--- src/rtl/booth_controller_if.sv ---
// booth_controller_if
//   Bundles the handshake and datapath control/status signals of the Booth
//   multiplier controller.
//   Requester/datapath side (master) drives:
//     start, abort, counter_zero, booth_bits
//   Controller side (slave) drives:
//     load_registers, load_counter, add_operation, sub_operation,
//     shift_enable, decrement_counter, busy, done, state
interface booth_controller_if;
  logic       start;
  logic       abort;
  logic       counter_zero;
  logic [1:0] booth_bits;
  logic       load_registers;
  logic       load_counter;
  logic       add_operation;
  logic       sub_operation;
  logic       shift_enable;
  logic       decrement_counter;
  logic       busy;
  logic       done;
  logic [1:0] state;

  modport master (
    output start, abort, counter_zero, booth_bits,
    input  load_registers, load_counter, add_operation, sub_operation,
           shift_enable, decrement_counter, busy, done, state
  );

  modport slave (
    input  start, abort, counter_zero, booth_bits,
    output load_registers, load_counter, add_operation, sub_operation,
           shift_enable, decrement_counter, busy, done, state
  );
endinterface

--- src/rtl/booth_controller.sv ---
// booth_controller
//   Control FSM for the 8-bit sequential Booth multiplier datapath.
//   Sequence: IDLE -> LOAD -> EXEC (8 operative cycles + 1 terminal cycle)
//   -> DONE -> IDLE. Start-to-done latency is 11 cycles.
// Ports:
//   clk  - rising-edge clock
//   rst  - asynchronous active-high reset
//   bus  - booth_controller_if.slave: start/abort request, datapath status
//          (counter_zero, booth_bits) in; datapath strobes, busy, done and
//          debug state out.
module booth_controller (
  input  logic                clk,
  input  logic                rst,
  booth_controller_if.slave   bus
);

  typedef enum logic [1:0] {
    IDLE = 2'd0,
    LOAD = 2'd1,
    EXEC = 2'd2,
    DONE = 2'd3
  } state_e;

  state_e state_q;
  state_e state_d;

  // Next-state logic; abort overrides every transition.
  always_comb begin
    // NOTE: every always_comb output gets a default first so no path can
    // leave it unassigned and infer a latch.
    state_d = state_q;
    unique case (state_q)
      IDLE: if (bus.start) state_d = LOAD;
      LOAD: state_d = EXEC;
      EXEC: if (bus.counter_zero) state_d = DONE;
      DONE: state_d = IDLE;
      default: state_d = IDLE;
    endcase
    if (bus.abort) state_d = IDLE;
  end

  // NOTE: sequential state uses non-blocking assignments so every flop
  // samples pre-edge values regardless of block ordering.
  always_ff @(posedge clk or posedge rst) begin
    if (rst) state_q <= IDLE;
    else     state_q <= state_d;
  end

  // Strobe decode. Outputs are functions of the registered state, qualified
  // by abort and by the datapath status; nothing here is registered on its
  // own, so the datapath sees the strobes in the same cycle as the state.
  logic load_registers;
  logic load_counter;
  logic add_operation;
  logic sub_operation;
  logic shift_enable;
  logic decrement_counter;
  logic done;
  logic exec_active;

  // An operative EXEC cycle: counter not yet exhausted.
  assign exec_active = (state_q == EXEC) && !bus.counter_zero;

  always_comb begin
    load_registers    = 1'b0;
    load_counter      = 1'b0;
    add_operation     = 1'b0;
    sub_operation     = 1'b0;
    shift_enable      = 1'b0;
    decrement_counter = 1'b0;
    done              = 1'b0;
    if (!bus.abort) begin
      if (state_q == LOAD) begin
        load_registers = 1'b1;
        load_counter   = 1'b1;
      end
      if (exec_active) begin
        shift_enable      = 1'b1;
        decrement_counter = 1'b1;
        // {Q[0], q_minus_1}: 10 starts a run of ones (subtract),
        // 01 ends one (add); 00/11 are shift-only.
        sub_operation = (bus.booth_bits == 2'b10);
        add_operation = (bus.booth_bits == 2'b01);
      end
      done = (state_q == DONE);
    end
  end

  assign bus.load_registers    = load_registers;
  assign bus.load_counter      = load_counter;
  assign bus.add_operation     = add_operation;
  assign bus.sub_operation     = sub_operation;
  assign bus.shift_enable      = shift_enable;
  assign bus.decrement_counter = decrement_counter;
  assign bus.done              = done;
  assign bus.busy              = (state_q == LOAD) || (state_q == EXEC);
  assign bus.state             = state_q;

endmodule

--- src/flat_wrapper.sv ---
// flat-port wrapper written by rule: the top's interface ports become plain ports
module booth_controller_flat 
  (clk, rst, bus_start, bus_abort, bus_counter_zero, bus_booth_bits, bus_load_registers, bus_load_counter, bus_add_operation, bus_sub_operation, bus_shift_enable, bus_decrement_counter, bus_busy, bus_done, bus_state);
  booth_controller_if bus_i ();
  input  logic clk;
  input  logic rst;
  input wire logic [$bits(bus_i.start)-1:0] bus_start;
  input wire logic [$bits(bus_i.abort)-1:0] bus_abort;
  input wire logic [$bits(bus_i.counter_zero)-1:0] bus_counter_zero;
  input wire logic [$bits(bus_i.booth_bits)-1:0] bus_booth_bits;
  output wire logic [$bits(bus_i.load_registers)-1:0] bus_load_registers;
  output wire logic [$bits(bus_i.load_counter)-1:0] bus_load_counter;
  output wire logic [$bits(bus_i.add_operation)-1:0] bus_add_operation;
  output wire logic [$bits(bus_i.sub_operation)-1:0] bus_sub_operation;
  output wire logic [$bits(bus_i.shift_enable)-1:0] bus_shift_enable;
  output wire logic [$bits(bus_i.decrement_counter)-1:0] bus_decrement_counter;
  output wire logic [$bits(bus_i.busy)-1:0] bus_busy;
  output wire logic [$bits(bus_i.done)-1:0] bus_done;
  output wire logic [$bits(bus_i.state)-1:0] bus_state;
  assign bus_i.start = bus_start;
  assign bus_i.abort = bus_abort;
  assign bus_i.counter_zero = bus_counter_zero;
  assign bus_i.booth_bits = bus_booth_bits;
  assign bus_load_registers = bus_i.load_registers;
  assign bus_load_counter = bus_i.load_counter;
  assign bus_add_operation = bus_i.add_operation;
  assign bus_sub_operation = bus_i.sub_operation;
  assign bus_shift_enable = bus_i.shift_enable;
  assign bus_decrement_counter = bus_i.decrement_counter;
  assign bus_busy = bus_i.busy;
  assign bus_done = bus_i.done;
  assign bus_state = bus_i.state;
  booth_controller u_core (.clk(clk), .rst(rst), .bus(bus_i));
endmodule
--- config.mk ---
export PLATFORM = sky130hd
export DESIGN_NAME = booth_controller_flat
export DESIGN_NICKNAME = d
export VERILOG_FILES = /design/src/rtl/booth_controller_if.sv /design/src/rtl/booth_controller.sv /design/src/flat_wrapper.sv
export SDC_FILE = /design/constraint.sdc
export NUM_CORES = 1
export LEC_CHECK = 0
export ABC_AREA = 1
export ABC_CLOCK_PERIOD_IN_PS = 1500
export CAP_MARGIN = 0
export CORE_AREA = 5 5 42 44
export CTS_CLUSTER_SIZE = 10
export DETAILED_ROUTE_END_ITERATION = 7
export DIE_AREA = 0 0 47 49
export PLACE_DENSITY = 0.5
export SYNTH_ARGS = -nofsm -noshare
export SYNTH_HDL_FRONTEND = slang
export SYNTH_SLANG_ARGS = --single-unit
--- constraint.sdc ---
create_clock -name clk -period 1.5 [get_ports clk]
set_input_delay 0.3 -clock clk [delete_from_list [all_inputs] [get_ports clk]]
set_output_delay 0.3 -clock clk [all_outputs]
set_load 0.02 [all_outputs]
==> results of run 1 <==
repair_timing:
item | in CTS | in global routing
gates resized for setup | 39 | 18
setup endpoints to repair | 10 | 8
buffers inserted | 1 | 1
pin swaps | 1 | 3
synth_stat cells (all sizes together):
| master | count | area [µm²] |
|---|---|---|
| buf | 2 | 15.0 |
| dfrtp | 2 | 50.1 |
| ha | 4 | 50.1 |
| inv | 8 | 30.0 |
| nand2 | 8 | 35.0 |
| nand3 | 2 | 10.0 |
| nor2 | 7 | 26.3 |
| nor3 | 1 | 5.00 |
cell type report:
| cell class | instances | area [µm²] | area share |
|---|---|---|---|
| tap | 16 | 20.0 | 0.0417 |
| sequential | 2 | 52.6 | 0.109 |
| clock buffer | 4 | 26.3 | 0.0547 |
| multi-input combinational | 22 | 164 | 0.341 |
| inverter | 8 | 30.0 | 0.0625 |
| timing repair buffer | 22 | 188 | 0.391 |
worst min-delay path by stage:
stage | startpoint | end | slack (ns)
global route | rst | u_core.bus.state[0] | 0.21
detailed placement | rst | u_core.bus.state[1] | 0.47
CTS | rst | u_core.bus.state[0] | 0.21
floorplan | rst | u_core.bus.state[1] | 0.04
finish | rst | u_core.bus.state[0] | 0.22
global placement | rst | u_core.bus.state[1] | 0.46
power by group:
| part | switching, mW | total [mW] | internal [mW] |
|---|---|---|---|
| Combinational | 0.242 | 0.444 | 0.203 |
| Clock | 0.0354 | 0.134 | 0.0991 |
| Sequential | 0.0312 | 0.112 | 0.0807 |
layer usage:
layer	up-vias	GRT usage	routed length [µm]
met5	-	0	0
met1	106	0.0681	273
met2	9	0.0905	306
li1	145	-	-
met3	0	0.0258	64
met4	0	0.0553	0
stage by stage:
step                total power [mW]  area [µm²]  utilization
floorplan                      0.332         230            -
global placement               0.526         425        0.304
detailed placement             0.525         425        0.304
CTS                            0.641         429        0.306
global route                   0.765         480        0.343
finish                         0.691         480        0.343
kinds of logic (layout without fill, tap and decap cells):
family                   count (synthesis)  count (layout)
adder cells (fa/ha/maj)                  4               4
buffers and inverters                   10              34
flip-flops                               2               2
AND/OR/NAND/NOR                         18              18
critical path: stages:
cell	delay, ns
clkdlybuf4s50_1	0.41
nor2_2	0.13
nand2_4	0.08
nor3_2	0.10
buf_4	0.16
placed cells by master (no fill, tap or decap), types with 3 or more instances in the layout:
cell type	Yosys	final
inv_1	8	5
nor2_1	7	4
buf_4	2	9
buf_6	0	3
nand2_1	6	6
clkdlybuf4s50_1	0	5
clkbuf_4	0	3
inv_2	0	3
==> flow_metrics.env, run 1 <==
export IMPL_ir_worst_vdd_v=0.000614
export IMPL_gp_congestion=0.724
export IMPL_hpwlAfterDp_um=480
export IMPL_tightest_slew_ns=0.212
export IMPL_wirelength_um=643
export IMPL_worst_setup_path_type="input pin to output pin"
export IMPL_boundaryPins=17
export IMPL_max_freq_mhz=677
export IMPL_hold_buffers=0
export IMPL_fin_cells=74
export IMPL_cts_tree="built"
export IMPL_largest_reg_flops=2
export IMPL_tns_ns=0
export IMPL_htree_levels=1
export IMPL_cp_start_kind="input pin"
export IMPL_r2r_setup_slack_ns=0.33
export IMPL_wl_per_cell_um=8.69
export IMPL_synth_top_family_by_area="simple AND/OR/NAND/NOR gates"
export IMPL_seq_area_frac_synth=0.226
export IMPL_crit_path_max_fanout=4
export IMPL_maxSlewViolCount=0
export IMPL_fill_cells=180
export IMPL_drt_vias_per_instance=3.51
export IMPL_leakage_nw=0.272
export IMPL_worstRegToRegCells=7
export IMPL_yosys_warnings=0
export IMPL_place_inst=68
export IMPL_start_util=0.158
export IMPL_insertion_delay_ns=0.23
export IMPL_r2r_start="u_core.bus.state[0]"
export IMPL_grt_pass1_wl_um=1020
export IMPL_die_h_um=49
export IMPL_setup_ws_ns=0.0238
export IMPL_layout_drive_gt1_share=0.534
export IMPL_grt_pass1_vias=270
export IMPL_preCtsSetupSlack_ns=-0.484
export IMPL_period_needed_ns=1.48
export IMPL_r2r_end="u_core.bus.state[1]"
export IMPL_crit_path_end="bus_add_operation"
export IMPL_clock_root_buffer="clkbuf_4"
export IMPL_hold_violations=0
export IMPL_antenna_found_initial=0
export IMPL_synth_compound_area_frac=0
export IMPL_ys_ff_latch=2
export IMPL_grt_overflow=0
export IMPL_startpoint="bus_counter_zero"
export IMPL_path_clk_slew_ns=0.04
export IMPL_synthToLayoutAreaGrowth_pct=117
export IMPL_drc=0
export IMPL_rsz0062_at_grt="true"
export IMPL_clockBufferDepth=2
export IMPL_num_rows=14
export IMPL_hold_slack_ns=0.218
export IMPL_cap_viol_max_count=0
export IMPL_setup_viol=0
export IMPL_drt_iter0_drc=0
export IMPL_dr_pass1_iters=1
export IMPL_antenna_left=0
export IMPL_status="complete, no violations"
export IMPL_period_share=0.984
export IMPL_skew_ns=0.00660
export IMPL_relSlewSlack=0.859
export IMPL_grt_max_degree=6
export IMPL_synth_nets=45
export IMPL_min_path_type="input pin to async pin"
export IMPL_grtUsageTotal=0.0634
export IMPL_synth_fa_ha_area_frac=0.226
export IMPL_synth_cell_types=9
export IMPL_synth_xor_area_frac=0
export IMPL_port_buffers=16
export IMPL_synthMuxAreaShare=0
export IMPL_yosys_area_share_simple=0.345
export IMPL_critPathCaptureType="output pin"
export IMPL_vias=260
export IMPL_final_nets=70
export IMPL_fp_coreArea_um2=1400
export IMPL_diodes=0
export IMPL_netlist_instances=34
export IMPL_cp_data_arrival_time_ns=1.18
export IMPL_cts_buffers=3
export IMPL_powerDensity_nw_per_um2=1440
export IMPL_die_area_um2=2300
export IMPL_cts_sinks=2
export IMPL_die_x_um=47
export IMPL_syn_avg_cell_area_um2=6.51
export IMPL_worstPathRequired_ns=1.20
export IMPL_synth_area_um2=221
Power figures use the tool's default switching activity.
==> inputs of run 2 (changes only) <==
--- a/config.mk
+++ b/config.mk
@@ -13,6 +13,7 @@
 export DETAILED_ROUTE_END_ITERATION = 7
 export DIE_AREA = 0 0 47 49
 export PLACE_DENSITY = 0.5
+export REMOVE_ABC_BUFFERS = 1
 export SYNTH_ARGS = -nofsm -noshare
 export SYNTH_HDL_FRONTEND = slang
 export SYNTH_SLANG_ARGS = --single-unit
==> run 2 against run 1 <==
  * The run now ends with negative setup slack left
  * Highest routed layer unchanged
  * Wire length shrank 2.0%
  * Combinational power rose by 14%
  * Worst setup slack worse by 0.034 ns
  * Clock power shrank 11%
  * Worst hold slack better by 0.0044 ns
  * Critical path depth unchanged
  * Cell area increased by 2.9%
  * First-iteration DRC count unchanged
  * Critical endpoint unchanged
  * Clock skew decreased by 0.0055 ns
  * Critical path type unchanged
  * Sequential share of layout area shrank 0.81 points
  * Die area unchanged
  * Non-clock buffer count decreased by 1
==> flow_metrics.env, run 2 (synthesis results as in run 1) <==
export IMPL_cts_tree="built"
export IMPL_htree_levels=1
export IMPL_cp_data_arrival_time_ns=1.21
export IMPL_min_path_type="input pin to async pin"
export IMPL_worst_setup_path_type="input pin to output pin"
export IMPL_grt_pass1_wl_um=897
export IMPL_antenna_found_initial=0
export IMPL_maxSlewViolCount=0
export IMPL_post_route_util=0.353
export IMPL_clock_root_buffer="clkbuf_4"
export IMPL_diodes=0
export IMPL_num_rows=14
export IMPL_hold_slack_ns=0.223
export IMPL_critPathCaptureType="output pin"
export IMPL_cap_viol_max_count=0
export IMPL_vias=255
export IMPL_tightest_slew_ns=0.214
export IMPL_rsz0062_at_grt="true"
export IMPL_clockBufferDepth=2
export IMPL_leakage_nw=0.273
export IMPL_start_util=0.158
export IMPL_largest_reg_flops=2
export IMPL_relSlewSlack=0.858
export IMPL_place_inst=69
export IMPL_grtUsageTotal=0.0556
export IMPL_cts_sinks=2
export IMPL_wirelength_um=630
export IMPL_antenna_left=0
export IMPL_setup_ws_ns=-0.0100
export IMPL_grt_max_degree=6
export IMPL_drt_iter0_drc=0
export IMPL_gp_congestion=0.631
export IMPL_worstPathRequired_ns=1.20
export IMPL_max_freq_mhz=662
export IMPL_skew_ns=0.00107
export IMPL_fp_coreArea_um2=1400
export IMPL_drc=0
export IMPL_powerDensity_nw_per_um2=1460
export IMPL_port_buffers=16
export IMPL_hpwlAfterDp_um=456
export IMPL_grt_overflow=0
export IMPL_path_clk_slew_ns=0.03
export IMPL_die_x_um=47
export IMPL_final_cell_mix="buf_4, nand2_1, inv_1, clkdlybuf4s50_1"
export IMPL_period_share=1.01
export IMPL_multi_input_comb_area_um2=181
export IMPL_final_nets=69
export IMPL_die_area_um2=2300
export IMPL_final_common_cell="buf_4"
export IMPL_hold_violations=0
export IMPL_insertion_delay_ns=0.22
export IMPL_boundaryPins=17
export IMPL_violations="negative setup slack"
export IMPL_crit_path_max_fanout=4
export IMPL_cp_start_kind="input pin"
export IMPL_ir_worst_vdd_v=0.000509
export IMPL_fin_cells=72
export IMPL_layout_drive_gt1_share=0.500
export IMPL_dr_pass1_iters=1
export IMPL_status="finished with violations"
export IMPL_hold_buffers=0
export IMPL_synthToLayoutAreaGrowth_pct=123
export IMPL_setup_viol=1
export IMPL_cts_buffers=3
export IMPL_grt_pass1_vias=222
export IMPL_fill_cells=163
export IMPL_wl_per_cell_um=8.75
export IMPL_die_h_um=49
export IMPL_seq_area_um2=50.0
export IMPL_period_needed_ns=1.51
export IMPL_drt_vias_per_instance=3.54
[run 2: cell count changes in the layout (fill, tap and decap cells not counted), sizes merged]
cell / delta
dlygate4sd2: +1
clkbuf: -2
buf: -1
[run 2: cell type report]
type / instances / area share
flip-flops and latches: 2 / 0.101
inverters: 8 / 0.0608
clock buffers: 3 / 0.0456
well taps: 16 / 0.0405
multi-input cells: 22 / 0.367
repair buffers: 21 / 0.385
[run 2: per-stage QoR]
stage / instance area, µm² / worst slack (ns) / TNS (ns) / total power [mW]
floorplan: 206 / -0.101 / -0.221 / 0.314
global placement: 424 / -0.486 / -3.12 / 0.536
detailed placement: 424 / -0.507 / -3.20 / 0.535
CTS: 413 / -0.0522 / -0.0530 / 0.638
global route: 494 / -0.0550 / -0.163 / 0.805
finish: 494 / -0.0100 / -0.0100 / 0.722
[run 2: critical path, stage by stage]
cell             delay (ns)
clkdlybuf4s50_1        0.41
nor2_2                 0.14
nand2_4                0.09
nor3_2                 0.11
buf_4                  0.16
[run 2: final timing paths]
path                                           from             endpoint  slack (ns)  depth (start not counted)
worst min-delay path                            rst  u_core.bus.state[1]        0.22                          2
worst max-delay path               bus_counter_zero    bus_add_operation       -0.01                          5
worst max register to register  u_core.bus.state[0]  u_core.bus.state[1]        0.39                          7
worst min register to register  u_core.bus.state[1]  u_core.bus.state[1]        0.54                          2
min in group clk                u_core.bus.state[1]  u_core.bus.state[1]        0.54                          2
max in group asynchronous                       rst  u_core.bus.state[0]        1.17                          2
[run 2: what timing repair did]
item,in CTS,in global routing
setup buffers,0,0
setup endpoints to repair,10,8
pin swaps,1,5
gates resized for setup,38,23
gates cloned,0,0
[run 2: layer usage]
layer / up-vias / global-route usage / wire length (µm)
met4: 0 / 0.0553 / 0
met3: 0 / 0.0185 / 91
met1: 103 / 0.0702 / 233
li1: 141 / - / -
met5: - / 0 / 0
met2: 11 / 0.0679 / 305
[run 2: power breakdown]
part	switching, mW	internal, mW
combinational	0.262	0.244
clock	0.0309	0.0883
sequential	0.0210	0.0764
==> inputs of run 3 (changes only) <==
--- a/config.mk
+++ b/config.mk
@@ -8,10 +8,10 @@
 export ABC_AREA = 1
 export ABC_CLOCK_PERIOD_IN_PS = 1500
 export CAP_MARGIN = 0
-export CORE_AREA = 5 5 42 44
+export CORE_AREA = 2 2 39 41
 export CTS_CLUSTER_SIZE = 10
 export DETAILED_ROUTE_END_ITERATION = 7
-export DIE_AREA = 0 0 47 49
+export DIE_AREA = 0 0 41 43
 export PLACE_DENSITY = 0.5
 export REMOVE_ABC_BUFFERS = 1
 export SYNTH_ARGS = -nofsm -noshare
==> run 3 against run 2 <==
  * The flow now finishes without violations
  * Via count grew 4.7%
  * Fmax increased by 2.7%
  * Cell area is 3.3% lower
  * Non-clock buffer count grew 1
  * Clock power barely moved
  * Core utilization fell by 0.73 points
  * Sequential share of layout area rose by 0.61 points
  * Total power shrank 3.5%
  * Clock-buffer cell count stayed put
  * Clock skew rose by 0.0021 ns
  * First-iteration DRC count increased by 4
  * Largest power group unchanged
==> flow_metrics.env, run 3 (synthesis results as in run 1) <==
export IMPL_skew_ns=0.00320
export IMPL_final_common_cell="buf_4"
export IMPL_die_h_um=43
export IMPL_powerDensity_nw_per_um2=1460
export IMPL_min_path_type="input pin to async pin"
export IMPL_synthToLayoutAreaGrowth_pct=116
export IMPL_grtUsageTotal=0.0723
export IMPL_path_clk_slew_ns=0.03
export IMPL_drt_vias_per_instance=3.66
export IMPL_path_cells="buf_4, ha_1, inv_1, nor2_2, buf_4"
export IMPL_dr_pass1_iters=2
export IMPL_power_switching_mw=0.299
export IMPL_crit_slowest_cell="dfrtp_1"
export IMPL_met1_length_um=236
export IMPL_place_inst=69
export IMPL_p_int_mw=0.398
export IMPL_worst_setup_path_type="flop to output pin"
export IMPL_diodes=0
export IMPL_cap_viol_max_count=0
export IMPL_cp_start_kind="flop"
export IMPL_cts_tree="built"
export IMPL_hold_buffers=0
export IMPL_layout_drive_gt1_share=0.491
export IMPL_hold_violations=0
export IMPL_clock_root_buffer="clkbuf_4"
export IMPL_highest_layer="met3"
export IMPL_final_nets=70
export IMPL_cp_data_arrival_time_ns=1.17
export IMPL_status="complete, no violations"
export IMPL_cts_sinks=2
export IMPL_grt_overflow=0
export IMPL_fin_cells=73
export IMPL_fp_coreArea_um2=1380
export IMPL_cts_buffers=3
export IMPL_port_buffers=16
export IMPL_grt_pass1_wl_um=800
export IMPL_path_common_cell="buf_4"
export IMPL_period_needed_ns=1.47
export IMPL_vias=267
export IMPL_hold_slack_ns=0.224
export IMPL_rsz0062_at_grt="true"
export IMPL_clockBufferDepth=2
export IMPL_critPathMaxStageDelay_ns=0.36
export IMPL_period_share=0.980
export IMPL_drc=0
export IMPL_leakage_nw=0.273
export IMPL_tns_ns=0
export IMPL_drt_iter0_drc=4
export IMPL_antenna_found_initial=0
export IMPL_crit_family="buffers and inverters"
export IMPL_die_x_um=41
export IMPL_final_cell_mix="buf_4, nand2_1, inv_1"
export IMPL_wl_met3_um=62
export IMPL_clockPowerShare=0.168
export IMPL_gp_congestion=0.713
export IMPL_setup_viol=0
export IMPL_worstPathRequired_ns=1.20
export IMPL_htree_levels=1
export IMPL_routed_wl_met2_um=276
export IMPL_die_area_um2=1760
export IMPL_maxSlewViolCount=0
export IMPL_wl_per_cell_um=7.89
export IMPL_relSlewSlack=0.858
export IMPL_crit_path_max_fanout=5
export IMPL_critPathCaptureType="output pin"
export IMPL_ir_worst_vdd_v=0.000635
export IMPL_antenna_left=0
export IMPL_switching_share=0.429
export IMPL_boundaryPins=17
export IMPL_wirelength_um=576
export IMPL_grt_max_degree=6
export IMPL_largest_reg_flops=2
export IMPL_tightest_slew_ns=0.214
export IMPL_cp_num_buf_inv=3
export IMPL_fill_cells=154
export IMPL_grt_pass1_vias=222
export IMPL_max_freq_mhz=680
export IMPL_hpwlAfterDp_um=425
export IMPL_insertion_delay_ns=0.22
export IMPL_power_frac_comb=0.687
export IMPL_num_rows=14
export IMPL_start_util=0.160
export IMPL_pwr_share_seq=0.145
[run 3: changes by cell type in the layout (fill, tap and decap cells not counted), sizes merged]
cell           delta
dlymetal6s2s      +1
clkdlybuf4s50     -1
buf               +1
[run 3: worst paths after layout]
path	from	end	slack, ns	depth (start not counted)
max	u_core.bus.state[0]	bus_load_counter	0.03	5
max reg2reg	u_core.bus.state[1]	u_core.bus.state[0]	0.30	7
min	rst	u_core.bus.state[1]	0.22	2
min reg2reg	u_core.bus.state[1]	u_core.bus.state[1]	0.54	2
min in group clk	u_core.bus.state[1]	u_core.bus.state[1]	0.54	2
max in group asynchronous	rst	u_core.bus.state[1]	1.16	2
[run 3: power groups by stage]
| stage | Sequential, mW | Combinational, mW | Clock, mW |
|---|---|---|---|
| after detailed placement | 0.0954 | 0.439 | 0 |
| final | 0.101 | 0.479 | 0.117 |
| after global placement | 0.0951 | 0.439 | 0 |
| after CTS | 0.0949 | 0.379 | 0.128 |
| after floorplan | 0.131 | 0.183 | 0 |
| after global routing | 0.107 | 0.517 | 0.126 |
[run 3: worst register-to-register path, stage by stage, from the launching register on]
cell and delay [ns]:
dfrtp_2 0.42, ha_1 0.21, nand2_2 0.10, buf_4 0.11, buf_4 0.10, nand2_2 0.04
nand2_1 0.05, nand2_1 0.05
[run 3: area by class of cell]
cell class	count	area [µm²]	share of cell area
timing repair buffer	22	190	0.398
multi-input combinational	22	164	0.343
sequential	2	51.3	0.107
inverter	8	30.0	0.0628
clock buffer	3	22.5	0.0471
tap	16	20.0	0.0419
[run 3: routing by layer]
metal | GRT usage | up-vias
met4 | 0.0800 | 0
met2 | 0.103 | 11
met3 | 0.0366 | 0
li1 | - | 143
met1 | 0.0643 | 113
met5 | 0 | -
[run 3: what timing repair did]
action,4_1_cts,5_1_grt
endpoints found under the setup margin,10,8
setup buffers,0,1
resized for setup,36,19
cloned,0,0
pin swaps,1,3
[run 3: through the flow]
stage	util	setup WS (ns)	cell area (µm²)	total power, mW
after global routing	0.345	-0.0581	478	0.750
after CTS	0.294	-0.0579	407	0.602
after global placement	0.307	-0.485	424	0.534
after floorplan	-	-0.101	206	0.314
final	0.345	0.0303	478	0.697
after detailed placement	0.307	-0.511	424	0.534
